**src/rtl/serial_subtractor_pkg.sv**
```systemverilog
// Shared definitions for the bit-serial subtractor: FSM state encoding and
// the default operand width.
package serial_subtractor_pkg;

  localparam int SUB_N = 8;

  typedef enum logic [1:0] {
    S_IDLE = 2'd0,
    S_RUN  = 2'd1,
    S_DONE = 2'd2
  } state_e;

endpackage

```
**src/rtl/serial_subtractor_if.sv**
```systemverilog
// Start/busy/done handshake plus operand and result buses between a
// controller (master) and the serial subtractor (slave).
interface serial_subtractor_if
  import serial_subtractor_pkg::*;
#(
  parameter int N = SUB_N
);

  logic         start;
  logic [N-1:0] a;
  logic [N-1:0] b;
  logic         Bin;
  logic         busy;
  logic         done;
  logic [N-1:0] diff;
  logic         Bout;

  modport master (
    output start, a, b, Bin,
    input  busy, done, diff, Bout
  );

  modport slave (
    input  start, a, b, Bin,
    output busy, done, diff, Bout
  );

endinterface

```
**src/rtl/serial_subtractor_full_subtractor.sv**
```systemverilog
// Combinational 1-bit full subtractor cell: d = a - b - bin with borrow-out.
module full_subtractor (
  input  logic a_i,
  input  logic b_i,
  input  logic bin_i,
  output logic d_o,
  output logic bout_o
);

  // A borrow leaves the cell when b exceeds a, or when they match and a
  // borrow came in.
  assign d_o    = a_i ^ b_i ^ bin_i;
  assign bout_o = (~a_i & b_i) | (~(a_i ^ b_i) & bin_i);

endmodule

```
**src/rtl/serial_subtractor.sv**
```systemverilog
// Bit-serial N-bit subtractor: one LSB-first bit step per clock, result and
// final borrow registered at the end of the run and held until the next one.
module serial_subtractor
  import serial_subtractor_pkg::*;
#(
  parameter  int N     = SUB_N,
  localparam int CNT_W = $clog2(N) + 1
) (
  input logic                 clk,
  input logic                 rst,
  serial_subtractor_if.slave  bus
);

  state_e           state_q;
  logic [N-1:0]     aSr_q;
  logic [N-1:0]     bSr_q;
  logic [N-1:0]     resSr_q;
  logic [N-1:0]     resSr_d;
  logic             brw_q;
  logic [CNT_W-1:0] cnt_q;
  logic [N-1:0]     diff_q;
  logic             bout_q;
  logic             busy_q;
  logic             done_q;

  logic bitD;
  logic brwNext;

  full_subtractor u_cell (
    .a_i    (aSr_q[0]),
    .b_i    (bSr_q[0]),
    .bin_i  (brw_q),
    .d_o    (bitD),
    .bout_o (brwNext)
  );

  // Result bits arrive LSB first, so each new bit enters at the MSB.
  assign resSr_d = {bitD, resSr_q[N-1:1]};

  always_ff @(posedge clk) begin
    if (rst) begin
      state_q <= S_IDLE;
      aSr_q   <= '0;
      bSr_q   <= '0;
      resSr_q <= '0;
      brw_q   <= 1'b0;
      cnt_q   <= '0;
      diff_q  <= '0;
      bout_q  <= 1'b0;
      busy_q  <= 1'b0;
      done_q  <= 1'b0;
    end else begin
      case (state_q)
        S_IDLE: begin
          if (bus.start) begin
            aSr_q   <= bus.a;
            bSr_q   <= bus.b;
            brw_q   <= bus.Bin;
            resSr_q <= '0;
            cnt_q   <= '0;
            busy_q  <= 1'b1;
            state_q <= S_RUN;
          end
        end
        S_RUN: begin
          aSr_q   <= aSr_q >> 1;
          bSr_q   <= bSr_q >> 1;
          resSr_q <= resSr_d;
          brw_q   <= brwNext;
          cnt_q   <= cnt_q + CNT_W'(1);
          // The Nth bit step publishes the result; diff/Bout hold otherwise.
          if (cnt_q == CNT_W'(N - 1)) begin
            diff_q  <= resSr_d;
            bout_q  <= brwNext;
            done_q  <= 1'b1;
            state_q <= S_DONE;
          end
        end
        S_DONE: begin
          done_q  <= 1'b0;
          busy_q  <= 1'b0;
          state_q <= S_IDLE;
        end
        default: begin
          done_q  <= 1'b0;
          busy_q  <= 1'b0;
          state_q <= S_IDLE;
        end
      endcase
    end
  end

  assign bus.busy = busy_q;
  assign bus.done = done_q;
  assign bus.diff = diff_q;
  assign bus.Bout = bout_q;

endmodule

```
**src/flat_wrapper.sv**
```systemverilog
// flat-port wrapper written by rule: the top's interface ports become plain ports
module serial_subtractor_flat import serial_subtractor_pkg::*;
#(
  parameter  int N     = SUB_N,
  localparam int CNT_W = $clog2(N) + 1
)
  (clk, rst, bus_start, bus_a, bus_b, bus_Bin, bus_busy, bus_done, bus_diff, bus_Bout);
  serial_subtractor_if #(.N(N)) bus_i ();
  input logic clk;
  input logic rst;
  input wire logic [$bits(bus_i.start)-1:0] bus_start;
  input wire logic [$bits(bus_i.a)-1:0] bus_a;
  input wire logic [$bits(bus_i.b)-1:0] bus_b;
  input wire logic [$bits(bus_i.Bin)-1:0] bus_Bin;
  output wire logic [$bits(bus_i.busy)-1:0] bus_busy;
  output wire logic [$bits(bus_i.done)-1:0] bus_done;
  output wire logic [$bits(bus_i.diff)-1:0] bus_diff;
  output wire logic [$bits(bus_i.Bout)-1:0] bus_Bout;
  assign bus_i.start = bus_start;
  assign bus_i.a = bus_a;
  assign bus_i.b = bus_b;
  assign bus_i.Bin = bus_Bin;
  assign bus_busy = bus_i.busy;
  assign bus_done = bus_i.done;
  assign bus_diff = bus_i.diff;
  assign bus_Bout = bus_i.Bout;
  serial_subtractor #(.N(N)) u_core (.clk(clk), .rst(rst), .bus(bus_i));
endmodule
```
**config.mk**
```make
export PLATFORM = sky130hd
export DESIGN_NAME = serial_subtractor_flat
export DESIGN_NICKNAME = d
export VERILOG_FILES = /design/src/rtl/serial_subtractor_pkg.sv /design/src/rtl/serial_subtractor_if.sv /design/src/rtl/serial_subtractor_full_subtractor.sv /design/src/rtl/serial_subtractor.sv /design/src/flat_wrapper.sv
export SDC_FILE = /design/constraint.sdc
export NUM_CORES = 1
export LEC_CHECK = 0
export CAP_MARGIN = 15
export CORE_MARGIN = 8
export CORE_UTILIZATION = 55
export CTS_CLUSTER_SIZE = 14
export DETAILED_ROUTE_END_ITERATION = 8
export GPL_TIMING_DRIVEN = 0
export PLACE_DENSITY = 0.82
export SLEW_MARGIN = 0
export SYNTH_ARGS = -nofsm -noshare
export SYNTH_HDL_FRONTEND = slang
export SYNTH_SLANG_ARGS = --single-unit
```
**constraint.sdc**
```tcl
create_clock -name clk -period 2.6 [get_ports clk]
set_input_delay 0.52 -clock clk [delete_from_list [all_inputs] [get_ports clk]]
set_output_delay 0.52 -clock clk [all_outputs]
set_load 0.005 [all_outputs]
```
; After elaboration in Yosys (flattened, before gate mapping)
; Cells that the tools add are included.
[totals]
regBits = 42
inputBits = 20
out_inout_bits = 11
wordCells = 48
[op_classes]
addsub = 1
n_eq_ne = 4
n_mux = 17
bitwise_logic = 9
n_reduce_logical = 7
[ops]
columns = op, n
row1 = one-hot mux 8 bit (2 select lines), 3
row2 = 2-to-1 mux 8 bit, 3
row3 = AND reduction 2 bit, 5
row4 = one-hot mux 4 bit (2 select lines), 1
row5 = one-hot mux 1 bit (2 select lines), 3
row6 = "adder 4 x 1 -> 4 bit, second input constant", 1
row7 = "== test 4 x 3 -> 1 bit, second input constant", 1
row8 = 2-to-1 mux 2 bit, 2
row9 = 2-to-1 mux 4 bit, 1
row10 = NOT 1 bit, 4
row11 = one-hot mux 2 bit (2 select lines), 1
row12 = 2-to-1 mux 1 bit, 3
row13 = AND 1 bit, 2
row14 = "== test 2 x 1 -> 1 bit, second input constant", 1
row15 = zero test 2 bit, 1
row16 = "!= test 2 x 1 -> 1 bit, second input constant", 1
row17 = "!= test 2 bit, second input constant", 1
row18 = nonzero test 2 bit, 1
row19 = XOR 1 bit, 2
row20 = bitwise OR 1 bit, 1

; Depth between registers and ports, before layout
; Gate-level depths: netlist of run 1.
[logic_depth]
ltp_word = 5
depth_mapped = 5
ltp_nobuf = 5

; By module
; Synthesis of run 1 repeated with hierarchy kept, for this count alone.
[hier_totals]
hier_cells = 197
area_unflattened_um2 = 1757.9
[by_module_without_submodules]
columns = mod, n_inst, cells_per_inst, area_per_inst_um2, seq_area_each_um2
row1 = serial_subtractor, 1, 193, 1726.7, 820.8
row2 = full_subtractor, 1, 4, 31.3, 0.0

; Least setup slack after synthesis of run 1
; Ideal clock, no wire load.
[synth_path]
path_kind = input-to-reg
from = input port rst
to = register u_core.bSr_q[4]
setup_time_ps = 122
arrival_ps = 1169
required_ps = 2478
setup_slack_ps = 1310
cell_stages = 4
path_buffers = 2
path_cell_list = buf_4 nor2_1 buf_4 a221o_1
[synth_rtl]
columns = item, line
row1 = from (decl), flat_wrapper.sv:10  ; input logic rst;
row2 = to (signal assigned), serial_subtractor.sv:57  ; bSr_q <= bus.b;
row3 = to (signal assigned), serial_subtractor.sv:67  ; bSr_q <= bSr_q >> 1;
row4 = to (decl), serial_subtractor.sv:16  ; logic [N-1:0] bSr_q;

; Final worst setup path of run 1
[layout_path]
from = register u_core.diff_q[6] (netlist: u_core.bus.diff[6])
to = output port bus_diff[6]
[layout_rtl]
columns = item, line
row1 = from (decl), serial_subtractor.sv:21  ; logic [N-1:0] diff_q;
row2 = from (signal assigned), serial_subtractor.sv:73  ; diff_q <= resSr_d;
row3 = to (decl), flat_wrapper.sv:17  ; output wire logic [$bits(bus_i.diff)-1:0] bus_diff;
; No word-level cell between the ends.

==> results of run 1 <==
cells by family (layout without fill, tap and decap cells):
family                   count (synthesis)  after routing  synth area share, %
AND/OR/NAND/NOR                         82             82                 28.1
AO/OA/AOI/OAI                           50             50                 18.3
flip-flops                              41             41                 45.1
buffers and inverters                   18             56                 6.12
adder cells (fa/ha/maj)                  2              2                 1.79
multiplexers                             1              1                0.619
power groups by stage:
stage                     sequential (uW)  combinational, uW  clock, uW
after floorplan                       691                137          0
after global placement                694                196          0
after detailed placement              697                200          0
after CTS                             682                202        439
after global routing                  686                224        458
final                                 682                201        435
flip-flops by register name, summed over array words and instances, names as in the netlist:
name	count
u_core.resSr_q	7
u_core.aSr_q	8
u_core.bus.done	1
u_core.bus.diff	8
u_core.brw_q	1
u_core.bus.Bout	1
u_core.state_q	2
u_core.bus.busy	1
u_core.cnt_q	4
u_core.bSr_q	8
metal layers:
layer,GRT usage [%],up-vias
met5,0,-
met1,17.8,694
met4,4.88,0
met3,5.18,8
met2,27.8,39
li1,-,749
worst min-delay path by stage:
stage	slack (ns)	from	end
after CTS	0.48	u_core.bus.done	u_core.bus.done
after floorplan	0.44	u_core.bSr_q[7]	u_core.bSr_q[7]
final	0.48	u_core.bus.done	u_core.bus.done
after global routing	0.50	u_core.aSr_q[3]	u_core.aSr_q[3]
after global placement	0.44	u_core.bus.busy	u_core.bus.busy
after detailed placement	0.46	u_core.bus.busy	u_core.bus.busy
area by class of cell:
| cell class | instances | area (um^2) | area share (%) |
|---|---|---|---|
| plain buffers | 16 | 104 | 4.59 |
| inverters | 2 | 7.51 | 0.332 |
| well taps | 46 | 57.6 | 2.54 |
| clock inverters | 1 | 30.0 | 1.33 |
| flip-flops and latches | 41 | 821 | 36.3 |
| clock buffers | 7 | 55.1 | 2.43 |
| multi-input cells | 135 | 887 | 39.2 |
| repair buffers | 30 | 300 | 13.3 |
stage by stage:
step / setup WS [ns] / util, %
after floorplan: 1.31 / -
after global placement: 0.611 / 66.8
after detailed placement: 0.600 / 66.8
after CTS: 0.845 / 69.4
after global routing: 0.824 / 69.4
final: 0.866 / 69.4
placed cells by master (no fill, tap or decap), drive strengths merged, types with 2 or more instances in the layout:
cell	netlist	final
a221o	4	4
nand2b	22	22
nor2	16	16
dfxtp	41	41
clkbuf	3	10
nand2	3	3
nor2b	9	9
inv	2	2
buf	13	13
a22o	10	10
a21o	2	2
nand3	2	2
nor3	11	11
or3b	11	11
clkdlybuf4s50	0	30
a21oi	13	13
and2	4	4
o21ai	17	17
==> out/qor.yml, run 1 <==
placement:
  io_buffer_count: 30
  hpwl_mm: 2.93
  routabilityCongestion: 0.776
  postPlaceCellArea_um2: 2180
  dp.cells: 270
synthesis:
  ys_seq_area_share_pct: 45.1
  yosys-top-cells-area: "dfxtp_1 45%, nand2b_1 7.2%, a22o_1 4.8%"
  ys_seq_elements: 41
  yosys.area.top_type: "dfxtp_1"
  synth_cell_type_count: 35
  ys_warn_count: 0
  netlist.area_leader.share_pct: 45.1
  synth_edf_count: 0
  syn_area_um2: 1820
  synth_most_common_cell: "dfxtp_1"
  synth_fp_nets: 216
  async_flop_share_pct: 0
  syn_area_per_cell_um2: 9.38
  postSynthCellCount: 194
  ys.flop_type: "dfxtp_1"
  netlist_top_cells_count: "41 x dfxtp_1, 21 x nand2b_1, 15 x nor2_1"
detailed_routing:
  first_iter_violations: 129
  route.detailed.drc: 0
  via_per_inst: 5.36
  dr.max_layer_used: "met4"
  vias: 1490
  totalWireLength_mm: 3.96
  wl_met2_mm: 1.95
  wl_met3_um: 230
  drt-met1-wl_mm: 1.72
  final_antenna_net_count: 0
  post_drt_wl_per_cell_um: 14.3
  first_pass_iters: 4
timing:
  finalSetupViolCount: 0
  period_share_pct: 66.7
  slew_headroom_pct: 72.4
  fin_worst_skew_ns: 0.0103
  drv_slew: 0
  tightest_slew_ns: 0.412
  hold_violations: 0
  max_clock_freq_mhz: 577
  finalCriticalPeriod_ns: 1.73
  rsz0062_at_grt: "false"
  whs_ns: 0.476
  timing.setup.tns_ns: 0
global_routing:
  grt_pass1_wl_mm: 6.70
  grt_pass1_vias: 1489
  grt_max_degree: 13
  antenna_found_initial: 0
  grt-ovfl-total: 0
  grt_use_total_pct: 15.9
power:
  power.switching_uw: 320
  max-vdd-ir-drop_uv: 343
  p_clk_share_pct: 33.0
  pwr-share-seq_pct: 51.7
  internal_power_uw: 999
  p_total_uw: 1320
  power_leakage_uw: 0.000852
  p_comb_share_pct: 15.3
  swShare_pct: 24.2
  power_density_nw_per_um2: 583
cts:
  cts_tree: "built"
  cts_buffers: 5
  path_clk_slew_ns: 0.12
  worst_skew_pair.late_latency_ns: 0.35
  clk_path_buf_depth: 2
  post_cts_buffers: 0
  cts-hold-fix-buffers: 0
  htreeDepth: 2
  ctsResizeCount: 0
  cts-root-buf: "clkbuf_4"
  cts.sinks: 41
setup_path:
  critPathSlowestCell: "clkdlybuf4s50_1"
  startpoint: "u_core.bus.diff[6]"
  start_kind: "register"
  worstSetupPathType: "register to primary output"
  r2r-end: "u_core.bus.diff[1]"
  critical_path.endpoint: "bus_diff[6]"
  path_cells: "clkdlybuf4s50_1"
  crit_arrival_ns: 1.21
  reg2reg_depth: 5
  cp.depth: 1
  max_stage_delay_ns: 0.51
  crit_buf_inv: 1
  endpoint_kind: "primary output"
  reg2reg_from: "u_core.cnt_q[0]"
  worstPathMaxFanout: 2
  crit_family: "buffers and inverters"
  cp.required_ns: 2.08
  r2r_slack_ns: 1.24
floorplan:
  ioPinCount: 31
  coreArea_um2: 3260
  dieArea_um2: 5400
  die_y_um: 73.5
  dieWidth_um: 73.5
  initial_core_util_pct: 55.8
  num_rows: 21
finish:
  final_cells: 278
  area_growth_syn_to_layout_pct: 24.3
  antenna_cells: 0
  layout-drive-gt1-share_pct: 10.8
  nFillCells: 284
  final_nets: 253
  final_cell_area_um2: 2260
run_status:
  status: "complete, no violations"
min_path:
  hold_path.class: "register to register"
  whs_path_depth: 2
run:
  maxCapViolations: 0
Power figures use the tool's default switching activity.
==> run 2, diff against run 1 <==
--- a/config.mk
+++ b/config.mk
@@ -7,11 +7,11 @@
 export LEC_CHECK = 0
 export CAP_MARGIN = 15
 export CORE_MARGIN = 8
-export CORE_UTILIZATION = 55
+export CORE_UTILIZATION = 52
 export CTS_CLUSTER_SIZE = 14
 export DETAILED_ROUTE_END_ITERATION = 8
 export GPL_TIMING_DRIVEN = 0
-export PLACE_DENSITY = 0.82
+export PLACE_DENSITY = 0.79
 export SLEW_MARGIN = 0
 export SYNTH_ARGS = -nofsm -noshare
 export SYNTH_HDL_FRONTEND = slang
==> constraint.sdc (replaced) <==
create_clock -name clk -period 1.6 [get_ports clk]
set_input_delay 0.32 -clock clk [delete_from_list [all_inputs] [get_ports clk]]
set_output_delay 0.32 -clock clk [all_outputs]
set_load 0.005 [all_outputs]
==> out/qor.yml, run 2 (synthesis gave the netlist of run 1 again) <==
timing:
  tightest_slew_ns: 0.423
  period_share_pct: 96.7
  hold_violations: 0
  finalSetupViolCount: 0
  fin_worst_skew_ns: 0.00679
  drv_slew: 0
  rsz0062_at_grt: "false"
  whs_ns: 0.479
  finalCriticalPeriod_ns: 1.55
  max_clock_freq_mhz: 646
  slew_headroom_pct: 71.8
finish:
  layout-drive-gt1-share_pct: 12.1
  mostFrequentLayoutCells: "39 x dfxtp_1, 29 x clkdlybuf4s50_1, 21 x nand2b_1"
  postLayoutCoreUtil_pct: 68.1
  final_nets: 253
  antenna_cells: 0
  nFillCells: 295
  final_common_cell: "dfxtp_1"
  area_growth_syn_to_layout_pct: 24.8
setup_path:
  endpoint_kind: "primary output"
  path_cells: "clkdlybuf4s50_1"
  max_stage_delay_ns: 0.51
  worstPathMaxFanout: 2
  crit_arrival_ns: 1.23
  cp.required_ns: 1.28
  worstSetupPathType: "register to primary output"
  crit_buf_inv: 1
  critPathSlowestCell: "clkdlybuf4s50_1"
  crit_family: "buffers and inverters"
  start_kind: "register"
cts:
  cts.sinks: 41
  worst_skew_pair.late_latency_ns: 0.36
  clk_path_buf_depth: 2
  cts_tree: "built"
  htreeDepth: 2
  cts_buffers: 5
  cts-root-buf: "clkbuf_4"
  post_cts_buffers: 0
  path_clk_slew_ns: 0.12
  cts-hold-fix-buffers: 0
detailed_routing:
  route.detailed.drc: 0
  first_iter_violations: 128
  vias: 1512
  post_drt_wl_per_cell_um: 14.8
  final_antenna_net_count: 0
  totalWireLength_mm: 4.10
  first_pass_iters: 4
  via_per_inst: 5.44
floorplan:
  dieWidth_um: 75.2
  coreArea_um2: 3340
  die_y_um: 75.2
  initial_core_util_pct: 54.5
  num_rows: 21
  ioPinCount: 31
  dieArea_um2: 5650
placement:
  routabilityCongestion: 0.800
  hpwl_mm: 3.03
  io_buffer_count: 30
global_routing:
  grt_pass1_vias: 1549
  grt-ovfl-total: 0
  grt_use_total_pct: 16.4
  antenna_found_initial: 0
  grt_max_degree: 14
  grt_pass1_wl_mm: 7.10
run:
  maxCapViolations: 0
power:
  max-vdd-ir-drop_uv: 633
  power_density_nw_per_um2: 948
  power_leakage_uw: 0.000865
min_path:
  hold_path.class: "register to register"
run_status:
  status: "complete, no violations"
[run 2: changes by cell type in the layout (fill, tap and decap cells not counted), sizes merged]
cell and change:
clkdlybuf4s50 -1, clkinvlp +1, dlymetal6s2s +1, clkbuf -1
[run 2: through the flow]
| step | worst slack [ns] | instance area (um^2) | total power [uW] | setup TNS, ns | cells |
|---|---|---|---|---|---|
| 6_report | 0.0532 | 2270 | 2150 | 0 | 278 |
| 5_1_grt | 0.00568 | 2270 | 2250 | 0 | 278 |
| 4_1_cts | 0.0389 | 2270 | 2160 | 0 | 278 |
| 3_5_place_dp | -0.252 | 2180 | 1460 | -5.69 | 270 |
| 3_3_place_gp | -0.210 | 2180 | 1450 | -4.79 | 270 |
| 2_1_floorplan | 0.392 | 1820 | 1350 | 0 | 194 |
[run 2: report_power, final]
group	internal, uW	switching, uW	leakage (uW)
clock network	371	342	0.0000445
registers	1080	32.3	0.000336
logic	172	158	0.000485
total	1620	533	0.000865
[run 2: per-layer routing]
layer / wire (um) / up-vias / track usage (%)
met5: 0 / - / 0
met3: 197 / 8 / 5.59
met4: 61 / 0 / 6.18
met2: 2000 / 31 / 27.0
li1: - / 748 / -
met1: 1840 / 725 / 19.2
[run 2: worst paths after layout]
path / cells after the start / to / slack [ns] / from
worst max register to register: 5 / u_core.bus.diff[1] / 0.24 / u_core.cnt_q[0]
worst max-delay path: 1 / bus_Bout / 0.05 / u_core.bus.Bout
worst min-delay path: 1 / u_core.bus.busy / 0.48 / u_core.bus.busy
worst min register to register: 1 / u_core.bus.busy / 0.48 / u_core.bus.busy
[run 2: final cells by class]
cell class / instances / area [um^2] / share of cell area (%)
clock buffer: 6 / 51.3 / 2.26
clock inverter: 2 / 37.5 / 1.65
buffer: 16 / 104 / 4.57
sequential: 41 / 823 / 36.3
inverter: 2 / 7.51 / 0.331
timing repair buffer: 30 / 303 / 13.3
multi-input combinational: 135 / 887 / 39.1
tap: 46 / 57.6 / 2.53
[run 2: repair_timing]
item,in CTS,in global routing
gates resized for setup,0,3
endpoints found under the hold margin,0,0
endpoints found under the setup margin,0,3
==> run 3, diff against run 2 <==
--- a/config.mk
+++ b/config.mk
@@ -12,7 +12,6 @@
 export DETAILED_ROUTE_END_ITERATION = 8
 export GPL_TIMING_DRIVEN = 0
 export PLACE_DENSITY = 0.79
-export SLEW_MARGIN = 0
 export SYNTH_ARGS = -nofsm -noshare
 export SYNTH_HDL_FRONTEND = slang
 export SYNTH_SLANG_ARGS = --single-unit
==> results of run 3 <==
No change in the layout: final DEF, timing and power equal those of run 2.
